[src/rtl/core_wbu.sv]
`default_nettype none
// ---------------------------------------------------------------------------
// core_wbu : writeback arbiter for LSU/EXU results onto GPR/CSR write ports
// Revision : 1.0
// ---------------------------------------------------------------------------
module core_wbu #(
    parameter int DATA_W     = 32,
    parameter int REG_W      = 5,
    parameter int CSR_W      = 12,
    parameter int FIFO_DEPTH = 2
) (
    input  logic              clk_i,
    input  logic              rst_i,
    input  logic              exu_vld_i,
    output logic              exu_ready_o,
    input  logic [REG_W-1:0]  exu_rd_i,
    input  logic              exu_rd_we_i,
    input  logic [DATA_W-1:0] exu_rd_data_i,
    input  logic [CSR_W-1:0]  exu_csr_addr_i,
    input  logic              exu_csr_we_i,
    input  logic [DATA_W-1:0] exu_csr_data_i,
    input  logic              lsu_vld_i,
    input  logic [REG_W-1:0]  lsu_rd_i,
    input  logic [DATA_W-1:0] lsu_data_i,
    output logic [REG_W-1:0]  reg_waddr_o,
    output logic              reg_waddr_vld_o,
    output logic [DATA_W-1:0] reg_wdata_o,
    output logic [CSR_W-1:0]  csr_waddr_o,
    output logic              csr_waddr_vld_o,
    output logic [DATA_W-1:0] csr_wdata_o,
    output logic [31:0]       busy_o,
    output logic              retire_o,
    output logic [63:0]       minstret_o
);

    localparam int PTR_W = (FIFO_DEPTH > 1) ? $clog2(FIFO_DEPTH) : 1;
    localparam int CNT_W = PTR_W + 1;

    logic [REG_W-1:0]      r_f_rd       [FIFO_DEPTH];
    logic                  r_f_rd_we    [FIFO_DEPTH];
    logic [DATA_W-1:0]     r_f_rd_data  [FIFO_DEPTH];
    logic [CSR_W-1:0]      r_f_csr_addr [FIFO_DEPTH];
    logic                  r_f_csr_we   [FIFO_DEPTH];
    logic [DATA_W-1:0]     r_f_csr_data [FIFO_DEPTH];
    logic [FIFO_DEPTH-1:0] r_f_vld;
    logic [PTR_W-1:0]      r_wr_ptr;
    logic [PTR_W-1:0]      r_rd_ptr;
    logic [CNT_W-1:0]      r_count;

    logic [REG_W-1:0]      r_reg_waddr;
    logic                  r_reg_vld;
    logic [DATA_W-1:0]     r_reg_wdata;
    logic [CSR_W-1:0]      r_csr_waddr;
    logic                  r_csr_vld;
    logic [DATA_W-1:0]     r_csr_wdata;
    logic                  r_retire;
    logic [63:0]           r_minstret;

    logic                  w_hs;
    logic                  w_empty;
    logic                  w_pop;
    logic                  w_push;
    logic                  w_bypass;
    logic [REG_W-1:0]      w_reg_waddr;
    logic                  w_reg_vld;
    logic [DATA_W-1:0]     w_reg_wdata;
    logic [CSR_W-1:0]      w_csr_waddr;
    logic                  w_csr_vld;
    logic [DATA_W-1:0]     w_csr_wdata;
    logic                  w_retire;
    logic [31:0]           w_busy;

    // Ready comes from the registered count only, so a same-cycle pop never frees a slot early.
    assign exu_ready_o = !rst_i && (r_count < CNT_W'(FIFO_DEPTH));
    assign w_hs        = exu_vld_i && exu_ready_o;
    assign w_empty     = (r_count == '0);
    assign w_pop       = !lsu_vld_i && !w_empty;
    assign w_push      = w_hs && (lsu_vld_i || !w_empty);
    assign w_bypass    = w_hs && !lsu_vld_i && w_empty;

    always_comb begin
        w_reg_waddr = r_reg_waddr;
        w_reg_wdata = r_reg_wdata;
        w_csr_waddr = r_csr_waddr;
        w_csr_wdata = r_csr_wdata;
        w_reg_vld   = 1'b0;
        w_csr_vld   = 1'b0;
        w_retire    = 1'b0;
        if (lsu_vld_i) begin
            w_reg_waddr = lsu_rd_i;
            w_reg_wdata = lsu_data_i;
            w_reg_vld   = (lsu_rd_i != '0);
            w_retire    = 1'b1;
        end else if (w_pop) begin
            w_reg_waddr = r_f_rd[r_rd_ptr];
            w_reg_wdata = r_f_rd_data[r_rd_ptr];
            w_reg_vld   = r_f_rd_we[r_rd_ptr] && (r_f_rd[r_rd_ptr] != '0);
            w_csr_waddr = r_f_csr_addr[r_rd_ptr];
            w_csr_wdata = r_f_csr_data[r_rd_ptr];
            w_csr_vld   = r_f_csr_we[r_rd_ptr];
            w_retire    = 1'b1;
        end else if (w_bypass) begin
            w_reg_waddr = exu_rd_i;
            w_reg_wdata = exu_rd_data_i;
            w_reg_vld   = exu_rd_we_i && (exu_rd_i != '0);
            w_csr_waddr = exu_csr_addr_i;
            w_csr_wdata = exu_csr_data_i;
            w_csr_vld   = exu_csr_we_i;
            w_retire    = 1'b1;
        end
    end

    always_ff @(posedge clk_i or posedge rst_i) begin
        if (rst_i) begin
            r_wr_ptr    <= '0;
            r_rd_ptr    <= '0;
            r_count     <= '0;
            r_f_vld     <= '0;
            r_reg_waddr <= '0;
            r_reg_vld   <= 1'b0;
            r_reg_wdata <= '0;
            r_csr_waddr <= '0;
            r_csr_vld   <= 1'b0;
            r_csr_wdata <= '0;
            r_retire    <= 1'b0;
            r_minstret  <= '0;
        end else begin
            if (w_push) begin
                r_wr_ptr          <= r_wr_ptr + PTR_W'(1);
                r_f_vld[r_wr_ptr] <= 1'b1;
            end
            if (w_pop) begin
                r_rd_ptr          <= r_rd_ptr + PTR_W'(1);
                r_f_vld[r_rd_ptr] <= 1'b0;
            end
            if (w_push && !w_pop) begin
                r_count <= r_count + CNT_W'(1);
            end else if (w_pop && !w_push) begin
                r_count <= r_count - CNT_W'(1);
            end
            r_reg_waddr <= w_reg_waddr;
            r_reg_vld   <= w_reg_vld;
            r_reg_wdata <= w_reg_wdata;
            r_csr_waddr <= w_csr_waddr;
            r_csr_vld   <= w_csr_vld;
            r_csr_wdata <= w_csr_wdata;
            r_retire    <= w_retire;
            r_minstret  <= r_minstret + 64'(w_retire);
        end
    end

    // Payload storage needs no reset; r_f_vld qualifies every slot.
    always_ff @(posedge clk_i) begin
        if (w_push) begin
            r_f_rd[r_wr_ptr]       <= exu_rd_i;
            r_f_rd_we[r_wr_ptr]    <= exu_rd_we_i;
            r_f_rd_data[r_wr_ptr]  <= exu_rd_data_i;
            r_f_csr_addr[r_wr_ptr] <= exu_csr_addr_i;
            r_f_csr_we[r_wr_ptr]   <= exu_csr_we_i;
            r_f_csr_data[r_wr_ptr] <= exu_csr_data_i;
        end
    end

    always_comb begin
        w_busy = '0;
        for (int i = 0; i < FIFO_DEPTH; i++) begin
            if (r_f_vld[i] && r_f_rd_we[i] && (r_f_rd[i] != '0)) begin
                w_busy[r_f_rd[i]] = 1'b1;
            end
        end
        if (r_reg_vld) begin
            w_busy[r_reg_waddr] = 1'b1;
        end
        w_busy[0] = 1'b0;
    end

    assign busy_o          = w_busy;
    assign reg_waddr_o     = r_reg_waddr;
    assign reg_waddr_vld_o = r_reg_vld;
    assign reg_wdata_o     = r_reg_wdata;
    assign csr_waddr_o     = r_csr_waddr;
    assign csr_waddr_vld_o = r_csr_vld;
    assign csr_wdata_o     = r_csr_wdata;
    assign retire_o        = r_retire;
    assign minstret_o      = r_minstret;

endmodule
`default_nettype wire
[config.mk]
export PLATFORM = sky130hd
export DESIGN_NAME = core_wbu
export DESIGN_NICKNAME = d
export VERILOG_FILES = /design/src/rtl/core_wbu.sv
export SDC_FILE = /design/constraint.sdc
export NUM_CORES = 1
export LEC_CHECK = 0
export ABC_AREA = 1
export CAP_MARGIN = 20
export CORE_MARGIN = 3
export CORE_UTILIZATION = 40
export DETAILED_ROUTE_END_ITERATION = 8
export DONT_BUFFER_PORTS = 1
export PLACE_DENSITY = 0.53
export SYNTH_ARGS = -nofsm -noshare
export SYNTH_HDL_FRONTEND = slang
export SYNTH_SLANG_ARGS = --single-unit
export TNS_END_PERCENT = 10
[constraint.sdc]
create_clock -name clk_i -period 16.3 [get_ports clk_i]
set_input_delay 4.075 -clock clk_i [delete_from_list [all_inputs] [get_ports clk_i]]
set_output_delay 4.075 -clock clk_i [all_outputs]
set_load 0.02 [all_outputs]
* After elaboration in Yosys (flattened, before gate mapping)
Memories as Yosys holds them, arrays and structs flattened. Cells that the tools add are included.
Storage, ports and cells: flip-flop bits (word level) 154, bits in writable memories 166, input bits 124, memories kept 6
Memories:
- r_f_csr_data | depth 2, width 32, read ports 1, clocked after Yosys merged registers in 0, write ports 1, line 44 | logic [DATA_W-1:0] r_f_csr_data [FIFO_DEPTH];
- r_f_rd_data | depth 2, width 32, read ports 1, clocked after Yosys merged registers in 0, write ports 1, line 41 | logic [DATA_W-1:0] r_f_rd_data [FIFO_DEPTH];
- r_f_csr_addr | depth 2, width 12, read ports 1, clocked after Yosys merged registers in 0, write ports 1, line 42 | logic [CSR_W-1:0] r_f_csr_addr [FIFO_DEPTH];
- r_f_rd | depth 2, width 5, read ports 3, clocked after Yosys merged registers in 0, write ports 1, line 39 | logic [REG_W-1:0] r_f_rd [FIFO_DEPTH];
- r_f_csr_we | depth 2, width 1, read ports 1, clocked after Yosys merged registers in 0, write ports 1, line 43 | logic r_f_csr_we [FIFO_DEPTH];
- r_f_rd_we | depth 2, width 1, read ports 3, clocked after Yosys merged registers in 0, write ports 1, line 40 | logic r_f_rd_we [FIFO_DEPTH];
Cells by class: add/subtract/negate cells 5, $lt $le $gt $ge 11, muxes and demuxes 38, bitwise gates (word level) 6, reduce and logical (&&, ||, !) cells 35
Operators by type and width (number):
- $mux W32 | 8
- $add A64 B1 Y64 | 1
- $or A32 B32 Y32 | 2
- $reduce_bool A5 Y1 | 5
- $mux W12 | 2
- $logic_and A1 B1 Y1 | 19
- $lt A5 B6 Y1 const B | 3
- $mux W1 | 16
- $demux W1 S5 | 3
- $ge A5 B1 Y1 const B | 3
- $mux W5 | 3
- $mux W2 | 4
- $logic_not A1 Y1 | 5
- $lt A1 B2 Y1 const B | 2
- $reduce_bool A2 Y1 | 2
- $reduce_bool A3 Y1 | 1
- $add A1 B1 Y1 const B | 2
- $add A2 B1 Y2 const B | 1
- $and A2 B2 Y2 | 1
- $demux W1 S1 | 2
- $ge A1 B1 Y1 const B | 2
- $logic_not A2 Y1 | 1
- $lt A2 B2 Y1 const B | 1
- $not A2 Y2 | 1
- 5 further kinds | 5

* Logic depth before layout (Yosys ltp)
Gate-level depths: netlist of the first run. An unclocked memory read counts as a cell.
depth after elaboration 10, gate-level depth with buffers 16

* Least setup slack after synthesis of the first run
OpenSTA, ideal clock, no wires.
kind input to register, from in rst_i, to mem r_f_csr_addr[1][0], enable pin, library setup time 0.529 ns, arrival time 8.342 ns, required time 15.771 ns, setup slack 7.429 ns, cell stages on the path 5, path buffers 0, path through nor2_1 nand2_1 nor2_2 inv_1 nor2_1
On the way: word-level cells in the longest chain between the ends 6
RTL lines:
- from (decl) | line 13 | input logic rst_i,
- $logic_not A1 Y1 (no line)
- $logic_and A1 B1 Y1 | line 74 | assign exu_ready_o = !rst_i && (r_count < CNT_W'(FIFO_DEPTH));
- $logic_and A1 B1 Y1 | line 75 | assign w_hs = exu_vld_i && exu_ready_o;
- $logic_and A1 B1 Y1 | line 78 | assign w_push = w_hs && (lsu_vld_i || !w_empty);
- via w_push | line 62 | logic w_push;
- $mux W1 | line 154 | if (w_push) begin
- $mux W1 (not written as such) | line 158 | r_f_csr_addr[r_wr_ptr] <= exu_csr_addr_i;
- to (decl) | line 42
The timed path passes the listed nets, and every way through them passes these cells.

* Worst setup path in the final report of the first run
from in rst_i, to out exu_ready_o
On the way: word-level cells in the longest chain between the ends 2
RTL lines:
- $logic_not A1 Y1 (no line)
- $logic_and A1 B1 Y1 | line 74
- to (decl) | line 15 | output logic exu_ready_o,
No other way between the ends.

==> run summary, run 1 <==
outcome -> complete, no violations
Tmin final -> 8480 ps
Final Util -> 0.458
post-DR vias/cell -> 5.17
area share of the leading cell type in the synthesized netlist -> 0.338
reg2reg path depth -> 13
critical path's largest stage delay -> 330 ps
worst rel slew slack -> 0.283
ANT nets after route -> 0
Arr. time, crit path -> 4400 ps
1st-iter DRT viols -> 630
post-CTS sizing -> 0
register area share after synthesis -> 0.599
final net count -> 1839
asr flop ratio synth -> 0.481
worst slew pin tran -> 1070 ps
synthesized flop and latch total -> 320
YS warnings -> 0
area grow syn2layout -> 11.7%
Worst Hold End -> csr_waddr_vld_o$_DFF_PP0_
WL/cell -> 19.8 um
critical path class -> in2out
initial antenna violation count -> 2
number of enable flip-flop cells after synthesis -> 166
Clock Latency Late Sink -> 560 ps
Mapped Cells -> 1707
gp weighted congestion -> 0.890
fin. max-slew vios -> 0
total gr overflow -> 0
Post-Synthesis Cell Area -> 14800 sq um
Num CTS Buffers -> 38
1st-pass router iterations -> 5
Max clock buf depth -> 3
vias in the first global route -> 11148
CTS tree -> yes
Syn Nets -> 1834
Max-cap violations -> 0
Critical Path Start Type -> input port
leakage power -> 6.67 nW
VDD IR max -> 0.0878 mV
number of post-CTS setup repair buffers -> 0
f_max -> 118 MHz
Final Instance Area -> 16500 sq um
CP required -> 12230 ps
flop2flop setup slack -> 12850 ps
crit-path leading delay family -> simple AND/OR/NAND/NOR gates
via count -> 11389
Post-synth top cells -> nand2_1, nor2_1, edfxtp_1, dfrtp_1, nand3_1
gr usage total -> 0.220
Hold Slack -> 472 ps
hpwl dp -> 28900 um
pre-CTS setup slack -> 7820 ps
Clock Sinks -> 320
RSZ-0062 raised after global routing -> no
Final TNS setup -> 0 ps
setup ws final -> 7820 ps
post-synth top area cell -> edfxtp_1
die footprint -> 39200 sq um
CP max-delay cell -> nor2_1
Initial Util -> 0.410
Reg-to-Reg Start -> r_count[1]$_DFFE_PP0P_
routed wire length -> 43600 um
core footprint -> 36000 sq um
Buf+Inv Stages, Crit Path -> 0
CTS Hold Bufs -> 0
Hold Fails Final Rpt -> 0
filler cell count -> 3566
Root Buffer -> clkbuf_16
ys flop type -> edfxtp_1
Inst Count DP -> 2131
first-pass GRT wire length -> 66100 um
Cell Chain, Critical Path -> nor2_1
hold path depth -> 2
Site Rows -> 69
PwrDens -> 159 nW/um^2
H-Tree Depth -> 2
hold_sp -> r_f_csr_we[0]$_DFFE_PP_
largest net degree at the start of global routing -> 91
Non-Filler Instances -> 2204
reg-to-reg endpoint -> minstret_o[32]$_DFF_PP0_
Yosys cell types -> 30
worst-path maximum fanout -> 2
skew final -> 23.9 ps
Final setup viols -> 0
Die Span Y -> 198 um
share of cells above drive strength 1 -> 0.0534
I/O pins -> 305
Syn Area/Cell -> 8.64 sq um
most numerous cell in the Yosys netlist -> nand2_1
Tcrit/Tclk final -> 0.520
# DRC -> 0
Synth area leaders -> edfxtp_1, dfrtp_1, nand2_1
Hold Path Class -> reg2reg
Placement Cell Area -> 15200 sq um
total power -> 2.63 mW
Die Wd -> 198 um
clk slew on worst S/H paths -> 50 ps
Worst Setup End Kind -> primary output
I/O Buffers -> 0
==> placed cells by master (no fill, tap or decap), types with 5 or more instances in the layout <==
master and n:
xnor2_1 22, o211ai_1 14, nor3_1 24, clkbuf_16 38, dfrtp_1 154, clkinv_2 6, a21oi_1 33, edfxtp_1 166
nand2_1 734, nand4_1 17, nor2_4 7, o21ai_0 30, clkbuf_8 5, inv_1 73, inv_2 6, nand3_1 135
xor2_1 11, clkbuf_1 10, buf_4 12, nor2_1 211
==> power breakdown <==
group          internal, mW  switching [mW]  total (mW)  leakage (nW)
logic                 0.150           0.373       0.522          2.58
registers              1.01           0.258        1.27          3.48
clock network         0.492           0.342       0.834         0.603
total                  1.65           0.972        2.63          6.67
==> how the worst max path moves through the flow <==
stage,from,end,slack (ps),cells past startpoint
floorplan,rst_i,r_f_csr_addr[1][0]$_DFFE_PP_,7430,5
global placement,rst_i,exu_ready_o,7810,1
detailed placement,rst_i,exu_ready_o,7820,1
CTS,rst_i,exu_ready_o,7820,1
global route,rst_i,exu_ready_o,7820,1
finish,rst_i,exu_ready_o,7820,1
==> flip-flops by register name (all words and copies together) (netlist names), 2 cells and up <==
register      cells
r_f_rd_data      64
r_f_vld           2
r_f_rd_we         2
r_count           2
reg_waddr_o       5
r_f_csr_addr     24
reg_wdata_o      32
r_f_csr_data     64
r_f_rd           10
minstret_o       64
csr_wdata_o      32
csr_waddr_o      12
r_f_csr_we        2
==> per-layer routing <==
| layer | part of all wire | wire length [um] | vias to the layer above | GRT usage |
|---|---|---|---|---|
| met3 | 0.093 | 4070 | 73 | 0.0776 |
| met5 | 0.00046 | 20 | - | 0 |
| met2 | 0.46 | 20000 | 345 | 0.350 |
| met4 | 0.023 | 1010 | 2 | 0.0687 |
| li1 | - | - | 5559 | - |
| met1 | 0.43 | 18500 | 5410 | 0.284 |
==> cell families (layout without fill, tap and decap cells) <==
family          Yosys count  in the layout  share of synthesized area
flops                   320            320                      0.599
buf+inv                 131            166                     0.0392
fa+ha+maj                 3              3                    0.00254
simple gates           1134           1134                      0.308
other cells               1              2                   0.000254
compound gates           85             85                     0.0317
xor+xnor                 33             33                     0.0196
==> layout make-up <==
type | count | area (sq um) | share of cell area
clock inverter | 17 | 194 | 0.0118
antenna | 1 | 2.50 | 0.000152
sequential | 320 | 8840 | 0.536
multi-input combinational | 1256 | 5380 | 0.326
tap | 461 | 577 | 0.0350
inverter | 81 | 309 | 0.0187
clock buffer | 53 | 1060 | 0.0641
timing repair buffer | 15 | 130 | 0.00789
No activity file was read; power rests on OpenSTA's default activity.
==> run 2: changes to the inputs <==
Settings changed: PLACE_DENSITY 0.53 to 0.55.
Clock period 16.3 ns to 7.66 ns, I/O delays scaled along.
==> run summary, run 2 (same netlist as run 1, synthesis figures left out) <==
I/O pins -> 305
H-Tree Depth -> 2
Worst Hold End -> csr_waddr_vld_o$_DFF_PP0_
worst rel slew slack -> 0.304
Buf+Inv Stages, Crit Path -> 3
1st-pass router iterations -> 5
PwrDens -> 337 nW/um^2
outcome -> complete, no violations
hold path depth -> 2
post-CTS sizing -> 0
Clock Latency Late Sink -> 560 ps
most frequent cells in the layout -> nand2_1, nor2_1, edfxtp_1, dfrtp_1, nand3_1
skew final -> 17.9 ps
worst slew pin tran -> 1040 ps
CTS tree -> yes
largest net degree at the start of global routing -> 103
hpwl dp -> 31100 um
Clock Sinks -> 320
Initial Util -> 0.410
Die Span Y -> 198 um
Cell Chain, Critical Path -> inv_2 > nand2_2 > nor2_2 > nor2_4 > inv_2 > ha_1 > ha_1 > nand3_1 > inv_1 > nand2_1 > nor2_1 > nand2_1 > xnor2_1
Site Rows -> 69
Final Instance Area -> 16400 sq um
share of cells above drive strength 1 -> 0.0444
routed wire length -> 44900 um
WL/cell -> 20.4 um
CP max-delay cell -> inv_2
number of post-CTS setup repair buffers -> 0
VDD IR max -> 0.192 mV
Hold Fails Final Rpt -> 0
Hold Path Class -> reg2reg
fin. max-slew vios -> 0
Max-cap violations -> 0
post-DR vias/cell -> 5.18
Die Wd -> 198 um
commonest non-fill, non-tap cell in the layout -> nand2_1
reg2reg path depth -> 14
final net count -> 1836
Tmin final -> 4350 ps
Critical Path Start Type -> input port
# DRC -> 0
Final TNS setup -> 0 ps
Worst Setup End Kind -> register
Reg-to-Reg Start -> r_count[1]$_DFFE_PP0P_
core footprint -> 36000 sq um
first-pass GRT wire length -> 68200 um
clk slew on worst S/H paths -> 60 ps
Num CTS Buffers -> 38
CTS Hold Bufs -> 0
worst-path maximum fanout -> 38
area grow syn2layout -> 10.8%
1st-iter DRT viols -> 656
Arr. time, crit path -> 4770 ps
flop2flop setup slack -> 4250 ps
ANT nets after route -> 0
I/O Buffers -> 0
via count -> 11394
vias in the first global route -> 11259
Tcrit/Tclk final -> 0.568
die footprint -> 39200 sq um
reg-to-reg endpoint -> minstret_o[32]$_DFF_PP0_
initial antenna violation count -> 2
crit-path leading delay family -> simple AND/OR/NAND/NOR gates
Placement Cell Area -> 15200 sq um
critical path's largest stage delay -> 560 ps
gp weighted congestion -> 0.920
gr usage total -> 0.227
Root Buffer -> clkbuf_16
hold_sp -> r_f_csr_we[1]$_DFFE_PP_
leakage power -> 6.59 nW
f_max -> 230 MHz
Max clock buf depth -> 3
Final setup viols -> 0
CP required -> 8080 ps
critical path class -> in2reg
RSZ-0062 raised after global routing -> no
total gr overflow -> 0
run 2: cell types whose count changed in the layout (fill, tap and decap cells not counted), sizes merged:
cell,change
clkbuf,+3
clkinv,-5
buf,-3
diode,+2
inv,+2
bufinv,-1
clkinvlp,-3
run 2: power by group:
part,internal [mW],switching (mW)
sequential,2.15,0.572
combinational,0.308,0.782
clock,0.973,0.715
run 2: metrics by stage:
stage	hold slack [ps]	setup slack, ps	cells	power, mW	util
detailed placement	460	2710	2128	3.87	0.422
global route	495	2910	2198	5.83	0.454
floorplan	429	949	1707	3.49	-
global placement	450	2800	2128	3.85	0.422
finish	468	3310	2199	5.50	0.454
CTS	474	3160	2194	5.58	0.454
run 2: routing by layer:
layer	share of wire	wire length, um	global-route usage	up-vias
met5	0	0	0	-
met4	0.027	1230	0.0763	0
met3	0.098	4400	0.0852	78
met2	0.47	21000	0.369	378
met1	0.41	18300	0.281	5384
li1	-	-	-	5554
run 2: worst max-delay path by stage:
stage | startpoint | endpoint | slack, ps | cells past startpoint
after detailed placement | lsu_vld_i | minstret_o[32]$_DFF_PP0_ | 2710 | 13
after global routing | lsu_vld_i | minstret_o[32]$_DFF_PP0_ | 2910 | 13
after floorplan | rst_i | r_f_csr_addr[1][0]$_DFFE_PP_ | 950 | 5
after CTS | reg_waddr_o[0]$_DFFE_PP0P_ | busy_o[5] | 3160 | 4
final | lsu_vld_i | minstret_o[32]$_DFF_PP0_ | 3310 | 13
after global placement | lsu_vld_i | csr_waddr_o[7]$_DFFE_PP0P_ | 2800 | 7
run 2: tightest hold or removal path: stages (launching register included):
cell      delay [ps]
edfxtp_1         320
nand2_1           50
nand3_1           70
run 2: area by class of cell:
| class | instances | area, sq um |
|---|---|---|
| Clock buffer | 56 | 1030 |
| Sequential cell | 320 | 8840 |
| Tap cell | 461 | 577 |
| Antenna cell | 3 | 7.51 |
| Multi-Input combinational cell | 1256 | 5380 |
| Inverter | 81 | 309 |
| Clock inverter | 10 | 118 |
| Fill cell | 3506 | 19600 |
| Timing Repair Buffer | 12 | 100 |
==> run 3: changes to the inputs <==
Settings changed: PLACE_DENSITY 0.55 to 0.53.
Clock period 7.66 ns to 4.54 ns, I/O delays scaled along.
==> run summary, run 3 (same netlist as run 1, synthesis figures left out) <==
Max clock buf depth -> 3
setup ws final -> 1020 ps
Num CTS Buffers -> 37
met1 WL -> 18500 um
H-Tree Depth -> 2
post-CTS sizing -> 0
Buf+Inv Stages, Crit Path -> 1
Worst Setup EP -> busy_o[29]
Initial Util -> 0.410
multi-input combinational cell area -> 5380 sq um
worst rel slew slack -> 0.224
total gr overflow -> 0
critical path class -> reg2out
CTS tree -> yes
hpwl dp -> 30200 um
gp weighted congestion -> 0.907
Die Wd -> 198 um
reg2reg path depth -> 12
Tcrit/Tclk final -> 0.775
Max Used Layer -> met5
Critical Path Start Type -> register
CP required -> 3400 ps
met2 WL post-DR -> 20000 um
Site Rows -> 69
CP max-delay cell -> nor3_1
outcome -> complete, no violations
PwrDens -> 564 nW/um^2
Final setup viols -> 0
gr usage total -> 0.220
met3 routed WL -> 4010 um
area grow syn2layout -> 11.5%
CTS Hold Bufs -> 0
1st-iter DRT viols -> 528
via count -> 11480
crit-path leading delay family -> simple AND/OR/NAND/NOR gates
final net count -> 1843
first-pass GRT wire length -> 66500 um
worst slew pin tran -> 1150 ps
pre-CTS setup slack -> 920 ps
leakage power -> 6.66 nW
fin. max-slew vios -> 0
RSZ-0062 raised after global routing -> no
skew final -> 20.9 ps
worst-path maximum fanout -> 8
VDD IR max -> 0.331 mV
Placement Cell Area -> 15300 sq um
Cell Chain, Critical Path -> inv_1 > nor3_1 > nand2_1 > nand3_1
reg-to-reg endpoint -> minstret_o[62]$_DFF_PP0_
f_max -> 284 MHz
Final Instance Area -> 16500 sq um
vias in the first global route -> 11114
Clock Sinks -> 320
commonest non-fill, non-tap cell in the layout -> nand2_1
core footprint -> 36000 sq um
Root Buffer -> clkbuf_16
routed wire length -> 43800 um
stages on the worst setup path -> 4
Register Area -> 8840 sq um
1st-pass router iterations -> 5
Max-cap violations -> 0
ANT nets after route -> 0
WL/cell -> 19.8 um
Die Span Y -> 198 um
Reg-to-Reg Start -> r_count[1]$_DFFE_PP0P_
Hold Slack -> 497 ps
Hold Path Class -> reg2reg
CP startpoint -> reg_waddr_o[0]$_DFFE_PP0P_
critical path's largest stage delay -> 830 ps
flop2flop setup slack -> 1600 ps
share of cells above drive strength 1 -> 0.0539
# DRC -> 0
clk slew on worst S/H paths -> 50 ps
Hold Fails Final Rpt -> 0
initial antenna violation count -> 2
Worst Setup End Kind -> primary output
die footprint -> 39200 sq um
number of post-CTS setup repair buffers -> 0
Arr. time, crit path -> 2380 ps
Tmin final -> 3520 ps
I/O Buffers -> 0
largest net degree at the start of global routing -> 103
Clock Latency Late Sink -> 550 ps
most frequent cells in the layout -> nand2_1, nor2_1, edfxtp_1, dfrtp_1, nand3_1
total power -> 9.28 mW
post-DR vias/cell -> 5.20
I/O pins -> 305
filler cell count -> 3480
[run 3: cell types whose count changed in the layout (fill, tap and decap cells not counted), sizes merged]
cell      previous run  this run
clkinv               7         8
buf                 11        20
diode                3         1
inv                 83        81
bufinv               1         0
clkinvlp             0         2
[run 3: power by group]
part           leakage, nW  internal [mW]  switching [mW]
clock                0.569           1.66            1.18
sequential            3.48           3.63           0.928
combinational         2.61          0.536            1.34
[run 3: worst min-delay path, delay by kind of cell, from the launching register on]
kind | cells | cell delay [ps]
DFF | 1 | 340
and+or+nand+nor | 2 | 120
[run 3: worst min-delay path by stage]
stage,from,slack (ps),endpoint,cells after the start
3_5_place_dp,r_f_vld[1]$_DFF_PP0_,490,r_f_vld[1]$_DFF_PP0_,2
3_3_place_gp,r_f_vld[1]$_DFF_PP0_,480,r_f_vld[1]$_DFF_PP0_,2
2_1_floorplan,r_f_csr_we[0]$_DFFE_PP_,430,csr_waddr_vld_o$_DFF_PP0_,2
5_1_grt,r_f_vld[0]$_DFF_PP0_,550,r_f_vld[0]$_DFF_PP0_,2
4_1_cts,r_f_vld[1]$_DFF_PP0_,500,r_f_vld[1]$_DFF_PP0_,2
6_report,r_f_vld[1]$_DFF_PP0_,500,r_f_vld[1]$_DFF_PP0_,2
[run 3: final cells by class]
class / instances / share of cell area
multi-input combinational: 1256 / 0.327
antenna: 1 / 0.000152
sequential: 320 / 0.537
tap: 461 / 0.0350
clock inverter: 10 / 0.00487
inverter: 81 / 0.0188
clock buffer: 57 / 0.0663
timing repair buffer: 20 / 0.0113
[run 3: layer usage]
| metal | vias up | global-route usage |
|---|---|---|
| li1 | 5564 | - |
| met1 | 5458 | 0.287 |
| met2 | 378 | 0.347 |
| met3 | 78 | 0.0708 |
| met4 | 2 | 0.0805 |
| met5 | - | 0 |
[run 3: per-stage QoR]
step	utilization	instances	TNS (ps)
finish	0.457	2206	0
CTS	0.457	2204	0
global route	0.457	2206	0
floorplan	-	1707	-228710
detailed placement	0.424	2137	0
global placement	0.424	2135	0
